<file path="config.mk">
export PLATFORM = sky130hd
export DESIGN_NAME = ps2_key_reporter
export DESIGN_NICKNAME = d
export VERILOG_FILES = /design/src/rtl/ps2_pkg.sv /design/src/rtl/key_event_fifo.sv /design/src/rtl/ps2_key_reporter.sv
export SDC_FILE = /design/constraint.sdc
export NUM_CORES = 1
export LEC_CHECK = 0
export ABC_AREA = 1
export CORE_UTILIZATION = 56
export DETAILED_ROUTE_END_ITERATION = 16
export HOLD_SLACK_MARGIN = 0.08
export PLACE_DENSITY = 0.8
export SLEW_MARGIN = 20
export SYNTH_ARGS = -nofsm -noshare
export SYNTH_HDL_FRONTEND = slang
export SYNTH_SLANG_ARGS = --single-unit
</file>
<file path="constraint.sdc">
create_clock -name clk -period 2.7 [get_ports clk]
set_clock_uncertainty 0.05 [all_clocks]
set_input_delay 0.81 -clock clk [delete_from_list [all_inputs] [get_ports clk]]
set_output_delay 0.81 -clock clk [all_outputs]
set_load 0.005 [all_outputs]
</file>
<file path="src/rtl/ps2_pkg.sv">
// Shared constants, event type, state encodings and the hex-to-ASCII helper
// for the PS/2 key reporter.
package ps2_pkg;

  localparam logic [7:0] PS2_EXT  = 8'hE0;
  localparam logic [7:0] PS2_BRK  = 8'hF0;
  localparam logic [7:0] ASCII_CR = 8'h0D;
  localparam logic [7:0] ASCII_LF = 8'h0A;
  localparam logic [7:0] ASCII_SP = 8'h20;

  typedef struct packed {
    logic       ext;
    logic       brk;
    logic [7:0] code;
  } key_event_t;

  localparam int EVENT_W = $bits(key_event_t);

  typedef enum logic [1:0] {
    DEC_IDLE,
    DEC_EXT,
    DEC_BRK,
    DEC_EXT_BRK
  } dec_state_t;

  typedef enum logic [3:0] {
    SER_IDLE,
    SER_E0H,
    SER_E0L,
    SER_F0H,
    SER_F0L,
    SER_CH,
    SER_CL,
    SER_END1,
    SER_END2
  } ser_state_t;

  // Uppercase hex digit: 0-9 -> '0'-'9', A-F -> 'A'-'F'.
  function automatic logic [7:0] nib2ascii(input logic [3:0] nib);
    if (nib < 4'd10) return 8'h30 + {4'h0, nib};
    else             return 8'h37 + {4'h0, nib};
  endfunction

endpackage

</file>
<file path="src/rtl/key_event_fifo.sv">
// Show-ahead FIFO for key events: synchronous push/pop, registered level,
// and a one-cycle pulse when a push is refused because the FIFO is full.
module key_event_fifo #(
  parameter int WIDTH = 10,
  parameter int DEPTH = 8
) (
  input  logic                     clk,
  input  logic                     rst,
  input  logic                     push,
  input  logic [WIDTH-1:0]         push_data,
  input  logic                     pop,
  output logic [WIDTH-1:0]         pop_data,
  output logic                     full,
  output logic                     empty,
  output logic [$clog2(DEPTH):0]   level,
  output logic                     dropped
);

  localparam int AW = $clog2(DEPTH);
  localparam logic [AW:0] FULL_LEVEL = (AW + 1)'(DEPTH);

  logic [WIDTH-1:0] mem [DEPTH];
  logic [AW:0]      wr_ptr;
  logic [AW:0]      rd_ptr;
  logic [AW:0]      level_reg;
  logic             dropped_reg;
  logic             do_push;
  logic             do_pop;

  assign empty    = (level_reg == '0);
  assign full     = (level_reg == FULL_LEVEL);
  assign do_pop   = pop & ~empty;
  // A pop in the same cycle frees the slot, so a full FIFO still accepts.
  assign do_push  = push & (~full | do_pop);
  assign pop_data = mem[rd_ptr[AW-1:0]];
  assign level    = level_reg;
  assign dropped  = dropped_reg;

  always_ff @(posedge clk) begin
    if (do_push) mem[wr_ptr[AW-1:0]] <= push_data;
  end

  always_ff @(posedge clk or posedge rst) begin
    if (rst) begin
      wr_ptr      <= '0;
      rd_ptr      <= '0;
      level_reg   <= '0;
      dropped_reg <= 1'b0;
    end else begin
      dropped_reg <= push & ~do_push;
      if (do_push) wr_ptr <= wr_ptr + 1'b1;
      if (do_pop)  rd_ptr <= rd_ptr + 1'b1;
      case ({do_push, do_pop})
        2'b10:   level_reg <= level_reg + 1'b1;
        2'b01:   level_reg <= level_reg - 1'b1;
        default: level_reg <= level_reg;
      endcase
    end
  end

endmodule

</file>
<file path="src/rtl/ps2_key_reporter.sv">
// Decodes E0/F0-prefixed PS/2 scan bytes into key events, optionally drops
// typematic repeats, queues them and prints each as an uppercase-hex line.
module ps2_key_reporter
  import ps2_pkg::*;
#(
  parameter int DEPTH         = 8,
  parameter bit FILTER_REPEAT = 1'b1,
  parameter bit CRLF          = 1'b1
) (
  input  logic                   clk,
  input  logic                   rst,
  input  logic [7:0]             byte_in,
  input  logic                   byte_valid,
  output logic [7:0]             out_data,
  output logic                   out_valid,
  input  logic                   out_ready,
  output logic                   overflow,
  output logic [$clog2(DEPTH):0] fifo_level
);

  dec_state_t dec_state;
  dec_state_t dec_next;
  key_event_t dec_event;
  logic       dec_emit;

  logic       held_valid;
  logic       held_ext;
  logic [7:0] held_code;
  logic       held_match;
  logic       push;

  logic [EVENT_W-1:0] pop_data;
  key_event_t         pop_event;
  logic               pop;
  logic               fifo_full;
  logic               fifo_empty;

  ser_state_t ser_state;
  ser_state_t ser_next;
  key_event_t line_event;
  logic [7:0] char_data;
  logic       char_valid;

  // Prefix decoder
  always_ff @(posedge clk or posedge rst) begin
    if (rst) dec_state <= DEC_IDLE;
    else     dec_state <= dec_next;
  end

  always_comb begin
    dec_next       = dec_state;
    dec_emit       = 1'b0;
    dec_event.ext  = 1'b0;
    dec_event.brk  = 1'b0;
    dec_event.code = byte_in;
    if (byte_valid) begin
      if (byte_in == PS2_EXT) begin
        dec_next = DEC_EXT;
      end else if (byte_in == PS2_BRK) begin
        case (dec_state)
          DEC_EXT, DEC_EXT_BRK: dec_next = DEC_EXT_BRK;
          default:              dec_next = DEC_BRK;
        endcase
      end else begin
        dec_emit      = 1'b1;
        dec_event.ext = (dec_state == DEC_EXT) || (dec_state == DEC_EXT_BRK);
        dec_event.brk = (dec_state == DEC_BRK) || (dec_state == DEC_EXT_BRK);
        dec_next      = DEC_IDLE;
      end
    end
  end

  // Repeat filter: remembers the last make so auto-repeats of it are dropped.
  assign held_match = held_valid && (held_ext == dec_event.ext) &&
                      (held_code == dec_event.code);
  assign push = dec_emit && !(FILTER_REPEAT && !dec_event.brk && held_match);

  always_ff @(posedge clk or posedge rst) begin
    if (rst) begin
      held_valid <= 1'b0;
      held_ext   <= 1'b0;
      held_code  <= 8'h00;
    end else if (FILTER_REPEAT && dec_emit) begin
      if (!dec_event.brk) begin
        if (!held_match) begin
          held_valid <= 1'b1;
          held_ext   <= dec_event.ext;
          held_code  <= dec_event.code;
        end
      end else if (held_match) begin
        held_valid <= 1'b0;
      end
    end
  end

  key_event_fifo #(
    .WIDTH (EVENT_W),
    .DEPTH (DEPTH)
  ) u_fifo (
    .clk       (clk),
    .rst       (rst),
    .push      (push),
    .push_data (dec_event),
    .pop       (pop),
    .pop_data  (pop_data),
    .full      (fifo_full),
    .empty     (fifo_empty),
    .level     (fifo_level),
    .dropped   (overflow)
  );

  assign pop_event = pop_data;

  // Line serialiser
  always_ff @(posedge clk or posedge rst) begin
    if (rst) begin
      ser_state  <= SER_IDLE;
      line_event <= '0;
    end else begin
      ser_state <= ser_next;
      if (pop) line_event <= pop_event;
    end
  end

  always_comb begin
    ser_next   = ser_state;
    pop        = 1'b0;
    char_valid = 1'b1;
    char_data  = 8'h00;
    case (ser_state)
      SER_IDLE: begin
        char_valid = 1'b0;
        if (!fifo_empty) begin
          pop = 1'b1;
          if (pop_event.ext)      ser_next = SER_E0H;
          else if (pop_event.brk) ser_next = SER_F0H;
          else                    ser_next = SER_CH;
        end
      end
      SER_E0H: begin
        char_data = nib2ascii(4'hE);
        if (out_ready) ser_next = SER_E0L;
      end
      SER_E0L: begin
        char_data = nib2ascii(4'h0);
        if (out_ready) ser_next = line_event.brk ? SER_F0H : SER_CH;
      end
      SER_F0H: begin
        char_data = nib2ascii(4'hF);
        if (out_ready) ser_next = SER_F0L;
      end
      SER_F0L: begin
        char_data = nib2ascii(4'h0);
        if (out_ready) ser_next = SER_CH;
      end
      SER_CH: begin
        char_data = nib2ascii(line_event.code[7:4]);
        if (out_ready) ser_next = SER_CL;
      end
      SER_CL: begin
        char_data = nib2ascii(line_event.code[3:0]);
        if (out_ready) ser_next = SER_END1;
      end
      SER_END1: begin
        char_data = CRLF ? ASCII_CR : ASCII_SP;
        if (out_ready) ser_next = CRLF ? SER_END2 : SER_IDLE;
      end
      SER_END2: begin
        char_data = ASCII_LF;
        if (out_ready) ser_next = SER_IDLE;
      end
      default: begin
        char_valid = 1'b0;
        ser_next   = SER_IDLE;
      end
    endcase
  end

  assign out_valid = char_valid;
  assign out_data  = char_data;

endmodule
</file>
* After elaboration in Yosys (flattened, before gate mapping)
Memory sizes are Yosys's and may differ from the RTL's. Index checks and enable logic that the tools add are counted.
Operators by class: equal/unequal tests 29, bitwise operators 9, add/subtract/negate cells 8, magnitude comparators 2, muxes and demuxes 34, reductions and logical operators 17
Operator list (count):
- one-hot mux 7 bit (7 select lines) | 1
- 2-to-1 mux 4 bit | 9
- one-hot mux 4 bit (9 select lines) | 1
- adder 6 x 4 -> 7 bit (first input constant) | 4
- != test 2 bit (second input constant) | 10
- equality test 4 x 3 -> 1 bit (second input constant) | 4
- equality test 8 bit (second input constant) | 2
- 2-to-1 mux 7 bit | 2
- adder 4 x 1 -> 4 bit (second input constant) | 3
- 2-to-1 mux 1 bit | 12
- 2-to-1 mux 2 bit | 5
- 2-to-1 mux 3 bit | 3
- AND reduction 9 bit | 1
- equality test 4 x 2 -> 1 bit (second input constant) | 2
- equality test 4 bit (second input constant) | 2
- equality test 8 bit | 1
- logical NOT 4 bit | 2
- < comparator 4 bit (second input constant) | 2
- one-hot mux 4 bit (2 select lines) | 1
- OR reduction 8 bit | 1
- equality test 2 bit (second input constant) | 3
- AND reduction 3 bit | 2
- NOT 1 bit | 5
- equality test 2 x 1 -> 1 bit (second input constant) | 2
- 11 further kinds | 19
Word-level totals: bits in registers 38, bits of input ports 12, RAM bits 80, memories kept 1, logic and storage cells 111
Memory list:
- u_fifo.mem | words 8, width 10, read ports 1, clocked after memory_dff 0, wr ports 1, line key_event_fifo.sv:22 | logic [WIDTH-1:0] mem [DEPTH];

* Logic depth before layout (Yosys ltp)
depth after elaboration 14, mapped depth 25, mapped depth without buffers 25

* Modules after synthesis
From an unflattened synthesis, not the netlist that was laid out.
Second synthesis, totals: cell total of the unflattened synthesis 678, area total of the unflattened synthesis 5855.6 um^2
Modules (own cells, without submodules):
- key_event_fifo | area an instance 4146.5 um^2, times used 1, cells each 438
- ps2_key_reporter | area an instance 1709.1 um^2, times used 1, cells each 240

* Worst setup path before layout
Ideal clock, no wire load.
path type in2reg, start input byte_in[1], end register u_fifo.level_reg[3], in the netlist u_fifo.level[3], data required time 2.537 ns, stages 23, arrival time 3.009 ns, setup slack -0.472 ns, path through inv_2 > nand2_1 > nor2_1 > nand2_1 > nand2_1 > nor2_4 > inv_2 > nor2_1 > inv_1 > ha_1 > inv_1 > nand2_1 > nand2_2 > inv_1 > ha_1 > nand2_1 > nand2_1 > a31oi_1 > inv_1 > nand2_1 > nand3_1 > nand2_1 > inv_1
RTL lines:
- start: declaration | line ps2_key_reporter.sv:12 | input logic [7:0] byte_in,
- end signal: assignment | line key_event_fifo.sv:54 | 2'b10: level_reg <= level_reg + 1'b1;
- end signal: assignment | line key_event_fifo.sv:55 | 2'b01: level_reg <= level_reg - 1'b1;
- end signal: assignment | line key_event_fifo.sv:56 | default: level_reg <= level_reg;
- end: declaration | line key_event_fifo.sv:25 | logic [AW:0] level_reg;

* Worst setup path in the final report
start register ser_state[0], end output out_data[0]
Between the ends: longest elaborated chain between the ends 3
Ends and longest elaborated chain:
- start: declaration | line ps2_key_reporter.sv:38 | ser_state_t ser_state;
- start signal: assignment | line ps2_key_reporter.sv:120 | ser_state <= ser_next;
- equality test 4 x 3 -> 1 bit / equality test 4 x 2 -> 1 bit (equally long branches) | line ps2_key_reporter.sv:130 | case (ser_state)
- OR reduction 2 bit (no line)
- one-hot mux 7 bit (7 select lines) (*) | line ps2_key_reporter.sv:130
- end: declaration | line ps2_key_reporter.sv:14 | output logic [7:0] out_data,
Every way passes the cells marked *; elsewhere a longest branch is shown, timed or not.

==> impl_metrics.tcl <==
set metrics [dict create \
    status "complete, but fails checks" \
    failed_checks "negative setup slack" \
    vias 4250 \
    core_area_mm2 0.00889 \
    max_stage_delay_ps 380 \
    layout.nets 615 \
    synthesis.yosys.warnings 0 \
    drive_above_1_share 0.288 \
    synth_seq_area_share 0.628 \
    power_report.internal_total_uw 4860 \
    cts_hold_buffers 0 \
    pwr_density_cell_mw_per_mm2 1130 \
    global_route.usage.met2 0.515 \
    power_frac_seq 0.332 \
    worst-r2r-setup-slack_ps 150 \
    post-layout-total-power_uw 7760 \
    antenna-diode-count 0 \
    clock_sinks 116 \
    fp-row-count 34 \
    htreeDepth 4 \
    yosys_register_bits 116 \
    route.antenna.remaining_nets 0 \
    p_clk_frac 0.291 \
    critPathMostFrequentCell "sky130_fd_sc_hd__inv_2" \
    synth.area.top_cells "sky130_fd_sc_hd__edfxtp_1 46%, sky130_fd_sc_hd__dfrtp_1 17%, sky130_fd_sc_hd__nand2_1 5.8%, sky130_fd_sc_hd__nor2_1 4.9%, sky130_fd_sc_hd__o21ai_0 3.9%" \
    die-height_um 98.9 \
    path_max_fanout 4 \
    netSwitchingPower_uw 2910 \
    share_comb_of_total_power 0.377 \
    largest_reg_flops 80 \
    final.period_utilization 1.02 \
    fp.dieW_um 98.9 \
    leakage_uw 0.00280 \
    layout.cells.most_common_list "80 x sky130_fd_sc_hd__edfxtp_1, 69 x sky130_fd_sc_hd__nand2_1, 62 x sky130_fd_sc_hd__nor2_1" \
    detail_route.wirelength_um 13800 \
    met3_usage 0.0645 \
    floorplan.initialDensity 0.592 \
    final_replace_weighted_congestion 0.838 \
    dieArea_mm2 0.00978 \
    clock_tree.buffer_depth 2 \
    worstMarginPinSlew_ps 686 \
    ir_worst_vdd_uv 737 \
    switching_power_share_of_the_total 0.374 \
    period_needed_ps 2740 \
    cts_buffers 17 \
    tritoncts "built" \
    category_of_the_worst_setup_path_capture_point "output port" \
    route.detailed.drc 0 \
    finalHoldViolCount 0 \
    clkSlewWorstSetupHoldPaths_ps 60 \
    buffer_ports.inserted 24 \
    path_class "reg -> out" \
    slack_of_the_critical_path_ps -42.2 \
    commonest_non_fill_non_tap_cell_in_the_layout "sky130_fd_sc_hd__edfxtp_1" \
    hold_start "line_event[8]" \
    critical-path-slowest-cell "sky130_fd_sc_hd__dfrtp_1" \
    synth_area_per_cell_um2 10.4 \
    netlist.area_leader.share 0.457 \
    chain_of_cells_forming_the_critical_path "inv_2, buf_6, nor3_4, inv_2, a21oi_2, o21ai_1, o311ai_1, buf_2" \
    worst_r2r_startpoint "held_code[2]" \
    grt_remaining_overflow 0 \
    r2r_end "u_fifo.level[3]" \
    worst_rel_slew_slack 0.542 \
    clk_root_buffer_cell "sky130_fd_sc_hd__clkbuf_8" \
    synth_cell_types 39 \
    mappedNetlistNets 528 \
    grt_max_degree 42 \
    grt-busiest-layer "met2" \
    worst_min_delay_path_endpoint "line_event[8]" \
    vias_in_the_first_global_route 4244 \
    drt_wl_cell_um 19.3 \
    drt_pre_antenna_iters 7 \
    timing.hold.worst_path_depth 2 \
    hold_path.class "reg -> reg" \
    initialDrtViolationCount 420 \
    drv.max_cap_violation_count 0 \
    endpoint_arrival_time_on_the_critical_path_ps 1880 \
    track_usage 0.303 \
    clock.fmax_mhz 365 \
    viasPerCell 5.94 \
    grt_setup_unrepaired "true" \
    synth.largest_area_cell "sky130_fd_sc_hd__edfxtp_1" \
    type_of_origin_of_the_critical_path "flip-flop" \
    finalCoreUtilization 0.773 \
    clock_network_latency_to_the_later_pin_of_the_worst_skew_pair_ps 520 \
    post_synth_inst_count 507 \
    area.growth.synth_to_final_pct 30.7 \
    grt_first_pass_wirelength_um 21700 \
    floorplan.io_pins 26 \
    number_of_antenna_violations_at_the_first_check_in_global_routing 0 \
    critical_path_required_ps 1840 \
    cell_count_of_the_worst_reg_to_reg_path 20 \
    slew_violations 0 \
    dpl.hpwl_um 7550 \
    global_route.usage.met1 0.373 \
    mappedNetlistArea_mm2 0.00526 \
    setup_viol_count_final 1 \
]
[how the worst max path moves through the flow]
stage	startpoint	endpoint	cells after the start
after floorplan	byte_in[1]	u_fifo.level[3]	24
after global placement	byte_in[1]	u_fifo.mem[0][4]	17
after detailed placement	byte_in[1]	u_fifo.level[3]	26
after CTS	ser_state[3]	out_data[0]	8
after global routing	ser_state[0]	out_data[0]	8
final	ser_state[0]	out_data[0]	8
[power groups by stage]
stage,Combinational (µW),Clock [µW],Sequential [µW]
finish,2930,2260,2580
global route,3200,2340,2600
CTS,2780,2260,2560
detailed placement,2590,0,2570
global placement,2450,0,2560
floorplan,1740,0,2480
[synthesized netlist by cell type, drive strengths merged]
cell type,count
nand2,86
edfxtp,80
nor2,74
o21ai,67
inv,58
dfrtp,36
nand3,14
buf,11
o22ai,11
o211ai,10
o221ai,10
a21oi,9
ha,8
xor2,6
clkbuf,5
nand4,4
nor3,3
o2111ai,3
or2,3
xnor2,3
a31oi,1
conb,1
fa,1
mux2,1
nor4,1
o311ai,1
[cell type report]
cell class | count | area (µm²)
fill | 469 | 2010
inverter | 58 | 248
sequential | 116 | 3310
multi-input combinational | 317 | 1860
tap | 108 | 135
timing repair buffer | 84 | 709
clock buffer | 28 | 592
clock inverter | 4 | 23.8
[metal layers]
metal / wire length, µm / vias up
met5: 0 / -
met4: 350 / 0
met3: 1020 / 32
met2: 7110 / 250
met1: 5330 / 2042
li1: - / 1926
[logic make-up after synthesis]
logic type,after synthesis,share of synthesized area
AND/OR/NAND/NOR,185,0.150
flip-flops,116,0.628
XOR/XNOR,9,0.0150
adder cells (fa/ha/maj),9,0.0228
AO/OA/AOI/OAI,112,0.125
multiplexers,1,0.00214
buffers and inverters,74,0.0561
other,1,0.000713
[through the flow]
step,std cells,hold slack [ps],TNS (ps),cell area [µm²],setup slack [ps]
after CTS,714,444,-17.9,6820,-17.9
after floorplan,507,409,-13230,5350,-240
after detailed placement,663,430,-65770,5990,-1010
after global placement,663,426,-59390,5990,-822
final,715,442,-42.2,6880,-42.2
after global routing,715,474,-336,6880,-158
[critical path, delay by kind of cell (launching register included)]
| family | cells | cell delay [ps] |
|---|---|---|
| compound gates | 3 | 310 |
| simple gates | 1 | 240 |
| buf+inv | 4 | 430 |
| flops | 1 | 380 |
[what timing repair did]
item / in CTS / in global routing
pin swaps: 18 / 17
gates resized for setup: 81 / 37
endpoints found under the setup margin: 91 / 100
setup buffers: 20 / 2
Note: power is estimated with default switching activity, not from simulation.
